[config.mk]
export PLATFORM = sky130hd
export DESIGN_NAME = serial_add_arbiter_flat
export DESIGN_NICKNAME = d
export VERILOG_FILES = /design/src/rtl/serial_add_arbiter_if.sv /design/src/rtl/serial_add_arbiter.sv /design/src/flat_wrapper.sv
export SDC_FILE = /design/constraint.sdc
export NUM_CORES = 1
export LEC_CHECK = 0
export CORE_MARGIN = 5
export CORE_UTILIZATION = 49
export DETAILED_ROUTE_END_ITERATION = 6
export PLACE_DENSITY = 0.81
export SETUP_SLACK_MARGIN = 0.05
export SKIP_LAST_GASP = 1
export SLEW_MARGIN = 0
export SYNTH_ARGS = -nofsm -noshare
export SYNTH_HDL_FRONTEND = slang
export SYNTH_SLANG_ARGS = --single-unit
[constraint.sdc]
create_clock -name clk -period 2.25 [get_ports clk]
set_input_delay 0.45 -clock clk [delete_from_list [all_inputs] [get_ports clk]]
set_output_delay 0.45 -clock clk [all_outputs]
set_load 0.01 [all_outputs]
[src/rtl/serial_add_arbiter_if.sv]
// Handshake bundle for serial_add_arbiter: two operand request channels
// and one valid/ready result channel.
interface serial_add_arbiter_if #(
    parameter int WIDTH = 8
);
    logic             req0_valid;
    logic             req0_ready;
    logic [WIDTH-1:0] req0_a;
    logic [WIDTH-1:0] req0_b;
    logic             req1_valid;
    logic             req1_ready;
    logic [WIDTH-1:0] req1_a;
    logic [WIDTH-1:0] req1_b;
    logic             res_valid;
    logic             res_ready;
    logic [WIDTH-1:0] res_sum;
    logic             res_carry;
    logic             res_id;

    modport master (
        output req0_valid, req0_a, req0_b,
        input  req0_ready,
        output req1_valid, req1_a, req1_b,
        input  req1_ready,
        input  res_valid, res_sum, res_carry, res_id,
        output res_ready
    );

    modport slave (
        input  req0_valid, req0_a, req0_b,
        output req0_ready,
        input  req1_valid, req1_a, req1_b,
        output req1_ready,
        output res_valid, res_sum, res_carry, res_id,
        input  res_ready
    );
endinterface

[src/rtl/serial_add_arbiter.sv]
// Bit-serial adder shared by two requesters under round-robin arbitration;
// operands are consumed LSB-first, one bit per cycle, through a carry register.
module serial_add_arbiter #(
    parameter int WIDTH = 8
) (
    input  logic                 clk,
    input  logic                 rst_n,
    serial_add_arbiter_if.slave  bus
);
    localparam int CNT_W = 6;

    typedef enum logic [1:0] {
        IDLE = 2'd0,
        CALC = 2'd1,
        DONE = 2'd2
    } state_t;

    state_t             state_r;
    state_t             state_nxt_s;
    logic [WIDTH-1:0]   a_r;
    logic [WIDTH-1:0]   b_r;
    logic [WIDTH-1:0]   sum_r;
    logic [WIDTH-1:0]   res_sum_r;
    logic [CNT_W-1:0]   cnt_r;
    logic               carry_r;
    logic               last_grant_r;
    logic               res_valid_r;
    logic               res_carry_r;
    logic               res_id_r;
    logic               grant0_s;
    logic               grant1_s;
    logic               last_bit_s;
    logic               s_s;
    logic               cout_s;
    logic [1:0]         ha1_s;
    logic [1:0]         ha2_s;

    // Half-adder cell: returns {carry, sum}
    function automatic logic [1:0] half_add(input logic x, input logic y);
        return {x & y, x ^ y};
    endfunction

    // Full adder on the current operand LSBs, built from two chained half adders
    always_comb begin
        ha1_s      = half_add(a_r[0], b_r[0]);
        ha2_s      = half_add(ha1_s[0], carry_r);
        s_s        = ha2_s[0];
        cout_s     = ha1_s[1] | ha2_s[1];
        last_bit_s = (cnt_r == CNT_W'(WIDTH - 1));
    end

    // Next-state logic and round-robin grant; a tie goes to the requester not served last
    always_comb begin
        state_nxt_s = state_r;
        grant0_s    = 1'b0;
        grant1_s    = 1'b0;
        case (state_r)
            IDLE: begin
                if (rst_n) begin
                    grant0_s = bus.req0_valid & (~bus.req1_valid | last_grant_r);
                    grant1_s = bus.req1_valid & (~bus.req0_valid | ~last_grant_r);
                end else begin
                    grant0_s = 1'b0;
                    grant1_s = 1'b0;
                end
                if (grant0_s | grant1_s) begin
                    state_nxt_s = CALC;
                end else begin
                    state_nxt_s = IDLE;
                end
            end
            CALC: begin
                if (last_bit_s) begin
                    state_nxt_s = DONE;
                end else begin
                    state_nxt_s = CALC;
                end
            end
            DONE: begin
                if (bus.res_ready) begin
                    state_nxt_s = IDLE;
                end else begin
                    state_nxt_s = DONE;
                end
            end
            default: state_nxt_s = IDLE;
        endcase
    end

    // State register
    always_ff @(posedge clk or negedge rst_n) begin
        if (!rst_n) begin
            state_r <= IDLE;
        end else begin
            state_r <= state_nxt_s;
        end
    end

    // Operand capture, serial shift datapath and result registers
    always_ff @(posedge clk or negedge rst_n) begin
        if (!rst_n) begin
            a_r          <= '0;
            b_r          <= '0;
            sum_r        <= '0;
            cnt_r        <= '0;
            carry_r      <= 1'b0;
            last_grant_r <= 1'b1;
            res_valid_r  <= 1'b0;
            res_sum_r    <= '0;
            res_carry_r  <= 1'b0;
            res_id_r     <= 1'b0;
        end else begin
            case (state_r)
                IDLE: begin
                    if (grant0_s | grant1_s) begin
                        a_r          <= grant1_s ? bus.req1_a : bus.req0_a;
                        b_r          <= grant1_s ? bus.req1_b : bus.req0_b;
                        res_id_r     <= grant1_s;
                        last_grant_r <= grant1_s;
                        carry_r      <= 1'b0;
                        cnt_r        <= '0;
                    end
                end
                CALC: begin
                    a_r     <= a_r >> 1;
                    b_r     <= b_r >> 1;
                    sum_r   <= {s_s, sum_r[WIDTH-1:1]};
                    carry_r <= cout_s;
                    cnt_r   <= cnt_r + CNT_W'(1);
                    if (last_bit_s) begin
                        res_sum_r   <= {s_s, sum_r[WIDTH-1:1]};
                        res_carry_r <= cout_s;
                        res_valid_r <= 1'b1;
                    end
                end
                DONE: begin
                    if (bus.res_ready) begin
                        res_valid_r <= 1'b0;
                    end
                end
                default: res_valid_r <= 1'b0;
            endcase
        end
    end

    assign bus.req0_ready = grant0_s;
    assign bus.req1_ready = grant1_s;
    assign bus.res_valid  = res_valid_r;
    assign bus.res_sum    = res_sum_r;
    assign bus.res_carry  = res_carry_r;
    assign bus.res_id     = res_id_r;
endmodule

[src/flat_wrapper.sv]
// flat-port wrapper written by rule: the top's interface ports become plain ports
module serial_add_arbiter_flat 
#(
    parameter int WIDTH = 8
)
  (clk, rst_n, bus_req0_valid, bus_req0_a, bus_req0_b, bus_req0_ready, bus_req1_valid, bus_req1_a, bus_req1_b, bus_req1_ready, bus_res_valid, bus_res_sum, bus_res_carry, bus_res_id, bus_res_ready);
  serial_add_arbiter_if #(.WIDTH(WIDTH)) bus_i ();
  input  logic clk;
  input  logic rst_n;
  input wire logic [$bits(bus_i.req0_valid)-1:0] bus_req0_valid;
  input wire logic [$bits(bus_i.req0_a)-1:0] bus_req0_a;
  input wire logic [$bits(bus_i.req0_b)-1:0] bus_req0_b;
  output wire logic [$bits(bus_i.req0_ready)-1:0] bus_req0_ready;
  input wire logic [$bits(bus_i.req1_valid)-1:0] bus_req1_valid;
  input wire logic [$bits(bus_i.req1_a)-1:0] bus_req1_a;
  input wire logic [$bits(bus_i.req1_b)-1:0] bus_req1_b;
  output wire logic [$bits(bus_i.req1_ready)-1:0] bus_req1_ready;
  output wire logic [$bits(bus_i.res_valid)-1:0] bus_res_valid;
  output wire logic [$bits(bus_i.res_sum)-1:0] bus_res_sum;
  output wire logic [$bits(bus_i.res_carry)-1:0] bus_res_carry;
  output wire logic [$bits(bus_i.res_id)-1:0] bus_res_id;
  input wire logic [$bits(bus_i.res_ready)-1:0] bus_res_ready;
  assign bus_i.req0_valid = bus_req0_valid;
  assign bus_i.req0_a = bus_req0_a;
  assign bus_i.req0_b = bus_req0_b;
  assign bus_req0_ready = bus_i.req0_ready;
  assign bus_i.req1_valid = bus_req1_valid;
  assign bus_i.req1_a = bus_req1_a;
  assign bus_i.req1_b = bus_req1_b;
  assign bus_req1_ready = bus_i.req1_ready;
  assign bus_res_valid = bus_i.res_valid;
  assign bus_res_sum = bus_i.res_sum;
  assign bus_res_carry = bus_i.res_carry;
  assign bus_res_id = bus_i.res_id;
  assign bus_i.res_ready = bus_res_ready;
  serial_add_arbiter #(.WIDTH(WIDTH)) u_core (.clk(clk), .rst_n(rst_n), .bus(bus_i));
endmodule
# == After elaboration in Yosys (flattened, before gate mapping) ==
# Cells that the tools add are included.
# totals
input_bits,37
register_bits,45
# classes
addsub,1
mux,23
n_eq_ne,6
bitwise,15
n_reduce_logical,6
# ops
cell,count
8-bit 2-to-1 mux,4
8-bit case mux with 2 select lines,2
6-bit case mux with 2 select lines,1
1-bit 2-to-1 mux,10
"6-bit by 1-bit adder with 6-bit output, second input constant",1
"6-bit by 3-bit equality test with 1-bit output, second input constant",1
6-bit 2-to-1 mux,1
2-bit case mux with 3 select lines,1
2-bit AND reduction,3
1-bit OR,5
1-bit bitwise AND,4
2-bit 2-to-1 mux,2
"2-bit by 1-bit inequality test with 1-bit output, second input constant",2
1-bit inverter,4
1-bit case mux with 3 select lines,1
3-bit AND reduction,1
"2-bit by 1-bit equality test with 1-bit output, second input constant",1
"2-bit equality test, second input constant",1
2-bit logical NOT,1
"2-bit inequality test, second input constant",1
1-bit case mux with 2 select lines,1
2-bit nonzero test,1
1-bit bitwise XOR,2

# == Longest topological paths before layout ==
# Gate-level depths: netlist (run 1).
# depth
ltp_word,9
ltp_mapped,5

# == Least setup slack after synthesis (run 1) ==
# OpenSTA, ideal clock, no wires.
# synth_timing
kind,input-to-output
from,in rst_n
to,out bus_req0_ready
path_buffers,0
slack_ps,754
cell_stages,3
t_arrival_ps,1046
cell_sequence,nor3b_2 -> nand2_1 -> a21oi_1
# synth_between
elab_chain_cells,3
# synth_rtl
element,line,text
start: declaration,flat_wrapper.sv:9,input logic rst_n;
1-bit 2-to-1 mux,serial_add_arbiter.sv:59,if (rst_n) begin
1-bit 2-to-1 mux (2 in a row),serial_add_arbiter.sv:57,case (state_r)
end: declaration,flat_wrapper.sv:13,output wire logic [$bits(bus_i.req0_ready)-1:0] bus_req0_ready;
# Every way passes these cells. The select of a mux whose other input is x is not followed.

# == Final worst setup path (run 1) ==
# layout_timing
from,in bus_req1_valid
to,out bus_req1_ready
# layout_between
elab_chain_cells,4
# layout_rtl
element,line,text
start: declaration,flat_wrapper.sv:14,input wire logic [$bits(bus_i.req1_valid)-1:0] bus_req1_valid;
1-bit bitwise AND,serial_add_arbiter.sv:61,grant1_s = bus.req1_valid & (~bus.req0_valid | ~last_grant_r);
1-bit 2-to-1 mux,serial_add_arbiter.sv:59,
1-bit 2-to-1 mux (2 in a row),serial_add_arbiter.sv:57,
end: declaration,flat_wrapper.sv:17,output wire logic [$bits(bus_i.req1_ready)-1:0] bus_req1_ready;
# Every way passes these cells. The select of a mux whose other input is x is not followed.

==> flow_summary.yaml, run 1 <==
clock_network:
  cts_max_level: 2
  cts_root_buffer: "clkbuf_8"
  holdBufCountCts: 0
  cts_buffer_depth: 2
  cts_sinks: 44
  postCtsSetupRepairBufs: 0
  worstSkewPairLatency_ns: 0.31
  cts_tree: "built"
  clk_pin_slew_ns: 0.08
  cts_made_buffers: 5
power:
  power_w: 0.00313
  leakagePower_nw: 1.27
  p_per_area_nw_per_um2: 1130
  ir_drop_mv: 0.542
floorplan:
  core-area_sq_um: 4060
  die_area_sq_um: 5630
  ios: 50
  row_count: 23
  die_h_microns: 75.0
  start_util_pct: 51.0
  die_x_microns: 75.0
grt:
  grt_pass1_wl_microns: 7470
  grt_max_degree: 46
  gr-total-overflow: 0
  antenna_found_initial: 0
  grt_pass1_vias: 1694
  track_usage_pct: 17.6
route:
  route.met2.wl_microns: 2040
  wl_microns: 4290
  wl_met3_microns: 263
  met1_length_microns: 1900
  maxUsedRoutingLayer: "met4"
  drt_iter0_markers: 80
  firstDrtPassIters: 4
  ant_nets: 0
  post_drt_wl_per_cell_microns: 14.1
  num_vias: 1614
  drc: 0
  viasPerCell: 5.29
finish:
  multi_input_area_sq_um: 856
  finalInstanceArea_sq_um: 2760
  diodes: 0
  synthToLayoutAreaGrowth_pct: 33.1
  nNetsFinal: 293
  drive_gt1_share_pct: 11.4
  fill_cells: 323
  regArea_sq_um: 1100
timing:
  final.min_clock_period_ns: 1.96
  rsz0062_at_grt: "false"
  drv_slew: 0
  fin_crit_sh_pct: 87.2
  hold_violations: 0
  setup_viol: 0
  final.setup.tns_ns: 0
  hold_slack_ns: 0.234
  setup_slack_ns: 0.287
  finalClockSkew_ns: 0.0104
  relSlewSlack_pct: 63.9
  max_freq_ghz: 0.509
  worst_slew_pin_slew_ns: 0.541
critical_path:
  crit_fanout: 2
  reg2reg_to: "u_core.bus.res_sum[0]"
  crit_slowest_cell: "clkdlybuf4s50_1"
  worstSetupPathType: "primary input to output pin"
  rr_startpoint: "u_core.state_r[0]"
  r2r_cells: 4
  crit_chain: "clkdlybuf4s50_1 > a21boi_2 > and2_1 > dlygate4sd2_1"
  max_stage_delay_ns: 0.47
  start_kind: "primary input"
  cp.required_ns: 1.80
  startpoint: "bus_req1_valid"
  worstPathArrival_ns: 1.51
  cp-end-kind: "output pin"
  r2r_setup_slack_ns: 0.66
place:
  io_buffer_count: 49
  place_hpwl_microns: 3030
  gp_congestion: 0.768
  pre_cts_ws_ns: 0.00842
  placed_area_sq_um: 2650
yosys:
  synth_warnings: 0
  syn_area_sq_um: 2070
  synth_area_per_cell_sq_um: 10.5
  synth-edff-count: 0
  syn-instance-count: 197
  synth_area_leaders: "dfrtp_1 52%, nand2_1 7.8%, mux2i_1 7.7%"
  ys.flop_type: "dfrtp_1"
  synth_area_leader_cell: "dfrtp_1"
  yosysUniqueCellTypes: 37
  ys_seq_area_share_pct: 53.2
  ys_seq_elements: 44
  syn_nets: 236
  synth_common_cells: "43 x dfrtp_1, 43 x nand2_1, 18 x inv_1"
  ys_async_sr_fraction_pct: 100
  yosysTopAreaCellShare_pct: 52.0
min_path:
  hold_path_class: "primary input to asynchronous set/reset pin"
run_status:
  status: "finished, final reports clean"
flow_run:
  drv_cap: 0
area by class of cell:
cell class	count	share of cell area [%]
flip-flops and latches	44	40.0
multi-input cells	125	31.0
repair buffers	60	20.7
clock buffers	6	3.00
inverters	18	2.45
well taps	50	2.27
clock inverters	2	0.545
what timing repair did:
action	4_1_cts	5_1_grt
endpoints found under the hold margin	0	0
endpoints found under the setup margin	2	1
gates resized for setup	2	2
worst max path at each step:
stage                                 to  slack [ns]  cells after the start
after global placement    bus_req1_ready        0.03                      4
after CTS                 bus_req0_ready       0.007                      4
after floorplan           bus_req0_ready        0.75                      3
after detailed placement  bus_req1_ready       0.008                      4
final                     bus_req1_ready        0.29                      4
after global routing      bus_req1_ready        0.22                      4
cell families (layout without fill, tap and decap cells):
logic type	count (synthesis)	in the layout	synth area share, %
buffers and inverters	28	86	6.04
adders and majority gates	2	2	1.57
xor gates and xnor gates	2	2	0.846
muxes	25	25	12.6
DFF	44	44	53.2
AOI/OAI and AO/OA	36	36	12.5
and+or+nand+nor	60	60	13.2
placed cells by master, fill, tap and decap left out, types with 2 or more instances in the layout:
| cell type | synthesis | layout |
|---|---|---|
| o211ai_1 | 2 | 2 |
| nand3_1 | 2 | 2 |
| and2_1 | 2 | 2 |
| clkdlybuf4s50_1 | 0 | 46 |
| mux2i_1 | 16 | 16 |
| a211oi_1 | 2 | 2 |
| a21oi_1 | 7 | 7 |
| nor2_1 | 2 | 2 |
| dfrtp_1 | 43 | 42 |
| o21ai_0 | 5 | 5 |
| inv_1 | 18 | 18 |
| clkinvlp_4 | 0 | 2 |
| xor2_1 | 2 | 2 |
| nand2_1 | 43 | 43 |
| mux2_1 | 8 | 8 |
| o221ai_1 | 14 | 14 |
| clkbuf_8 | 0 | 6 |
| buf_4 | 0 | 11 |
routing by layer:
layer	up-vias	GRT usage (%)
met3	7	6.28
met1	774	22.2
met5	-	0
li1	792	-
met4	0	7.11
met2	41	27.8
state kept, by name (all words and copies together) (netlist names), 2 cells and up:
signal,cells
u_core.state_r,2
u_core.a_r,8
u_core.cnt_r,6
u_core.bus.res_sum,8
u_core.sum_r,7
u_core.b_r,8
worst max-delay path, delay by kind of cell:
family	cells	cell delay (ns)
AOI/OAI and AO/OA	1	0.16
buffers and inverters	2	0.74
and+or+nand+nor	1	0.16
stage by stage:
step | instances | util (%)
2_1_floorplan | 197 | -
3_3_place_gp | 297 | 65.3
3_5_place_dp | 297 | 65.3
4_1_cts | 305 | 67.7
5_1_grt | 305 | 67.9
6_report | 305 | 67.9
power breakdown:
group          leakage, nW  total (W)  internal [W]  switching [W]
Clock               0.0434   0.000525      0.000248       0.000277
Combinational        0.663    0.00124      0.000611       0.000631
Sequential           0.565    0.00136       0.00112       0.000235
No activity file was read; power rests on OpenSTA's default activity.
==> run 2, diff against run 1 <==
--- a/config.mk
+++ b/config.mk
@@ -6,12 +6,11 @@
 export NUM_CORES = 1
 export LEC_CHECK = 0
 export CORE_MARGIN = 5
-export CORE_UTILIZATION = 49
+export CORE_UTILIZATION = 35
 export DETAILED_ROUTE_END_ITERATION = 6
-export PLACE_DENSITY = 0.81
+export PLACE_DENSITY = 0.62
 export SETUP_SLACK_MARGIN = 0.05
 export SKIP_LAST_GASP = 1
-export SLEW_MARGIN = 0
 export SYNTH_ARGS = -nofsm -noshare
 export SYNTH_HDL_FRONTEND = slang
 export SYNTH_SLANG_ARGS = --single-unit
==> flow_summary.yaml, run 2 (synthesis results as in run 1) <==
grt:
  grt_pass1_wl_microns: 7450
  gr-total-overflow: 0
  grt_max_degree: 45
  track_usage_pct: 12.4
  grt_pass1_vias: 1559
  antenna_found_initial: 0
flow_run:
  drv_cap: 0
route:
  viasPerCell: 4.74
  ant_nets: 0
  drt_iter0_markers: 89
  firstDrtPassIters: 4
  drc: 0
  wl_microns: 4290
  post_drt_wl_per_cell_microns: 12.9
  num_vias: 1574
power:
  internal-power_w: 0.00196
  pwr-share-comb_pct: 40.2
  p_sw_share_pct: 36.7
  leakagePower_nw: 1.28
  p_seq_share_pct: 43.4
  p_sw_w: 0.00114
  clockPowerShare_pct: 16.4
  p_per_area_nw_per_um2: 1110
  ir_drop_mv: 0.463
floorplan:
  core-area_sq_um: 5850
  die_x_microns: 86.9
  start_util_pct: 35.4
  ios: 50
  row_count: 28
  die_area_sq_um: 7560
  die_h_microns: 86.9
timing:
  setup_viol: 0
  fin_crit_sh_pct: 90.3
  setup_slack_ns: 0.218
  relSlewSlack_pct: 63.8
  worst_slew_pin_slew_ns: 0.543
  max_freq_ghz: 0.492
  drv_slew: 0
  final.setup.tns_ns: 0
  rsz0062_at_grt: "false"
  finalClockSkew_ns: 0.00532
  final.min_clock_period_ns: 2.03
  hold_slack_ns: 0.301
  hold_violations: 0
clock_network:
  cts_max_level: 2
  worstSkewPairLatency_ns: 0.30
  cts_made_buffers: 5
  cts_tree: "built"
  cts_root_buffer: "clkbuf_8"
  cts_sinks: 44
  clk_pin_slew_ns: 0.09
  cts_buffer_depth: 2
finish:
  drive_gt1_share_pct: 12.1
  final_common_cell: "clkdlybuf4s50_1"
  fill_cells: 556
  layout_common_cells: "46 x clkdlybuf4s50_1, 43 x nand2_1, 42 x dfrtp_1"
  final_util_pct: 47.7
  nNetsFinal: 295
  synthToLayoutAreaGrowth_pct: 34.8
  diodes: 0
critical_path:
  rr_startpoint: "u_core.cnt_r[3]"
  worstPathArrival_ns: 1.58
  cp-end-kind: "output pin"
  crit_chain: "clkdlybuf4s50_1 > a21boi_2 > and2_1 > dlygate4sd2_1"
  startpoint: "bus_req1_valid"
  r2r_setup_slack_ns: 0.73
  crit_fanout: 5
  reg2reg_to: "u_core.bus.res_sum[0]"
  worstSetupPathType: "primary input to output pin"
  crit_slowest_cell: "clkdlybuf4s50_1"
  start_kind: "primary input"
  endpoint: "bus_req1_ready"
  r2r_cells: 3
  cp.required_ns: 1.80
  max_stage_delay_ns: 0.53
place:
  io_buffer_count: 49
  place_hpwl_microns: 3080
  gp_congestion: 0.702
  pre_cts_ws_ns: -0.0544
run_status:
  status: "finished, final reports clean"
min_path:
  hold_path_class: "primary input to asynchronous set/reset pin"
run 2: power by group through the flow:
stage | combinational, W | sequential [W] | clock (W)
CTS | 0.00127 | 0.00134 | 0.000520
global placement | 0.00124 | 0.00135 | 0
detailed placement | 0.00126 | 0.00136 | 0
finish | 0.00124 | 0.00134 | 0.000508
global route | 0.00141 | 0.00140 | 0.000555
floorplan | 0.000770 | 0.00134 | 0
run 2: what timing repair did:
item | CTS | global route
pin swaps | 1 | 0
gates resized for setup | 1 | 2
endpoints found under the setup margin | 2 | 1
gates cloned | 0 | 0
buffers inserted | 1 | 0
hold buffers | 0 | 0
run 2: worst max-delay path, delay by kind of cell:
kind                   cells  cell delay [ns]
AO/OA/AOI/OAI              1             0.19
buffers and inverters      2             0.80
AND/OR/NAND/NOR            1             0.15
run 2: area by class of cell:
class,count,area [sq um],share of cell area [%]
flip-flops and latches,44,1100,39.5
multi-input cells,125,850,30.4
repair buffers,62,584,20.9
well taps,75,93.8,3.36
clock buffers,5,68.8,2.47
inverters,18,67.6,2.42
clock inverters,3,23.8,0.852
run 2: worst min path at each step:
stage,endpoint,slack (ns),cells after the start
finish,u_core.sum_r[7],0.30,2
global route,u_core.sum_r[5],0.35,2
CTS,u_core.sum_r[4],0.32,2
detailed placement,u_core.sum_r[1],0.47,2
global placement,u_core.bus.res_id,0.46,1
floorplan,u_core.a_r[0],0.15,0
run 2: per-layer routing:
| layer | up-vias | part of all wire [%] | global-route usage (%) |
|---|---|---|---|
| met5 | - | 0 | 0 |
| met4 | 0 | 1.9 | 5.10 |
| met3 | 6 | 5.0 | 2.18 |
| met2 | 33 | 45 | 19.6 |
| met1 | 741 | 48 | 16.9 |
| li1 | 794 | - | - |
run 2: per-stage QoR:
step | area (sq um) | power [W] | instances
final | 2790 | 0.00310 | 332
after global routing | 2790 | 0.00337 | 332
after CTS | 2790 | 0.00313 | 332
after detailed placement | 2690 | 0.00262 | 323
after global placement | 2690 | 0.00259 | 323
after floorplan | 2070 | 0.00212 | 197
==> run 3, diff against run 2 <==
--- a/config.mk
+++ b/config.mk
@@ -9,7 +9,7 @@
 export CORE_UTILIZATION = 35
 export DETAILED_ROUTE_END_ITERATION = 6
 export PLACE_DENSITY = 0.62
-export SETUP_SLACK_MARGIN = 0.05
+export SETUP_SLACK_MARGIN = 0.02
 export SKIP_LAST_GASP = 1
 export SYNTH_ARGS = -nofsm -noshare
 export SYNTH_HDL_FRONTEND = slang
==> flow_summary.yaml, run 3 (synthesis results as in run 1) <==
clock_network:
  holdBufCountCts: 0
  cts_max_level: 2
  clk_pin_slew_ns: 0.09
  cts_tree: "built"
  worstSkewPairLatency_ns: 0.30
  cts_made_buffers: 5
  cts_buffer_depth: 2
  cts_root_buffer: "clkbuf_8"
  cts_sinks: 44
timing:
  finalClockSkew_ns: 0.00439
  setup_viol: 0
  max_freq_ghz: 0.491
  final.setup.tns_ns: 0
  worst_slew_pin_slew_ns: 0.543
  final.min_clock_period_ns: 2.04
  hold_violations: 0
  relSlewSlack_pct: 63.8
  fin_crit_sh_pct: 90.5
  rsz0062_at_grt: "false"
  drv_slew: 0
floorplan:
  start_util_pct: 35.4
  row_count: 28
  die_h_microns: 86.9
  core-area_sq_um: 5850
  ios: 50
  die_x_microns: 86.9
  die_area_sq_um: 7560
critical_path:
  r2r_setup_slack_ns: 0.73
  crit_fanout: 5
  crit_chain: "clkdlybuf4s50_1 > a21boi_2 > and2_1 > dlygate4sd2_1"
  path_depth: 4
  r2r_cells: 3
  worstPathArrival_ns: 1.59
  crit_slowest_cell: "clkdlybuf4s50_1"
  start_kind: "primary input"
  cp.required_ns: 1.80
  worstSetupPathType: "primary input to output pin"
  critical_path.top_delay_family: "buffers and inverters"
  cp.buffers_inverters: 2
  cp-end-kind: "output pin"
  max_stage_delay_ns: 0.53
finish:
  diodes: 0
  layout_common_cells: "46 x clkdlybuf4s50_1, 43 x nand2_1, 42 x dfrtp_1"
  fin_cells: 332
  final_common_cell: "clkdlybuf4s50_1"
  nNetsFinal: 295
  synthToLayoutAreaGrowth_pct: 34.8
  drive_gt1_share_pct: 12.1
place:
  io_buffer_count: 49
  dp.cells: 323
  place_hpwl_microns: 3080
  gp_congestion: 0.702
route:
  drt_iter0_markers: 100
  ant_nets: 0
  post_drt_wl_per_cell_microns: 12.9
  firstDrtPassIters: 4
  drc: 0
  num_vias: 1586
  wl_microns: 4270
  viasPerCell: 4.78
grt:
  gr-total-overflow: 0
  grt_max_degree: 45
  grt_pass1_wl_microns: 7370
  antenna_found_initial: 0
  grt_pass1_vias: 1536
  track_usage_pct: 12.3
power:
  leakagePower_nw: 1.28
  p_per_area_nw_per_um2: 1110
  ir_drop_mv: 0.466
  power_w: 0.00310
flow_run:
  drv_cap: 0
min_path:
  hold_path_class: "primary input to asynchronous set/reset pin"
run_status:
  status: "finished, final reports clean"
==> run 3: path summary, 6_finish.rpt <==
path,startpoint,to
max in group asynchronous,rst_n,u_core.state_r[0]
hold reg to reg,u_core.sum_r[1],u_core.sum_r[1]
hold / removal,rst_n,u_core.sum_r[7]
min in group clk,u_core.sum_r[1],u_core.sum_r[1]
setup reg to reg,u_core.cnt_r[3],u_core.bus.res_sum[0]
setup / recovery,bus_req1_valid,bus_req1_ready
==> run 3: power breakdown <==
part	internal (W)	leakage [nW]	total (W)	switching, W
Sequential	0.00112	0.566	0.00134	0.000218
Clock	0.000220	0.0404	0.000508	0.000288
Combinational	0.000617	0.673	0.00125	0.000629
Total	0.00196	1.28	0.00310	0.00113
==> run 3: area by class of cell <==
class,instances,area [sq um]
fillers,558,3060
flip-flops and latches,44,1100
multi-input cells,125,850
repair buffers,62,584
well taps,75,93.8
clock buffers,5,68.8
inverters,18,67.6
clock inverters,3,23.8
==> run 3: what timing repair did <==
action	CTS	global route
resized for setup	1	2
pin swaps	1	1
buffers inserted	0	1
endpoints found under the setup margin	2	1
==> run 3: per-layer routing <==
metal | part of all wire, % | global-route usage, % | vias to the layer above | wire length, microns
met5 | 0 | 0 | - | 0
met4 | 1.9 | 5.10 | 0 | 82
met3 | 5.0 | 2.18 | 6 | 214
met2 | 45 | 19.2 | 37 | 1930
met1 | 48 | 16.9 | 749 | 2050
li1 | - | - | 794 | -
==> run 3: stage by stage <==
step | hold slack [ns] | setup slack (ns) | util [%] | instance area [sq um]
6_report | 0.297 | 0.214 | 47.7 | 2790
5_1_grt | 0.343 | 0.121 | 47.7 | 2790
4_1_cts | 0.319 | 0.0325 | 47.5 | 2780
3_5_place_dp | 0.468 | -0.0544 | 46.0 | 2690
3_3_place_gp | 0.460 | -0.0400 | 46.0 | 2690
2_1_floorplan | 0.154 | 0.754 | - | 2070
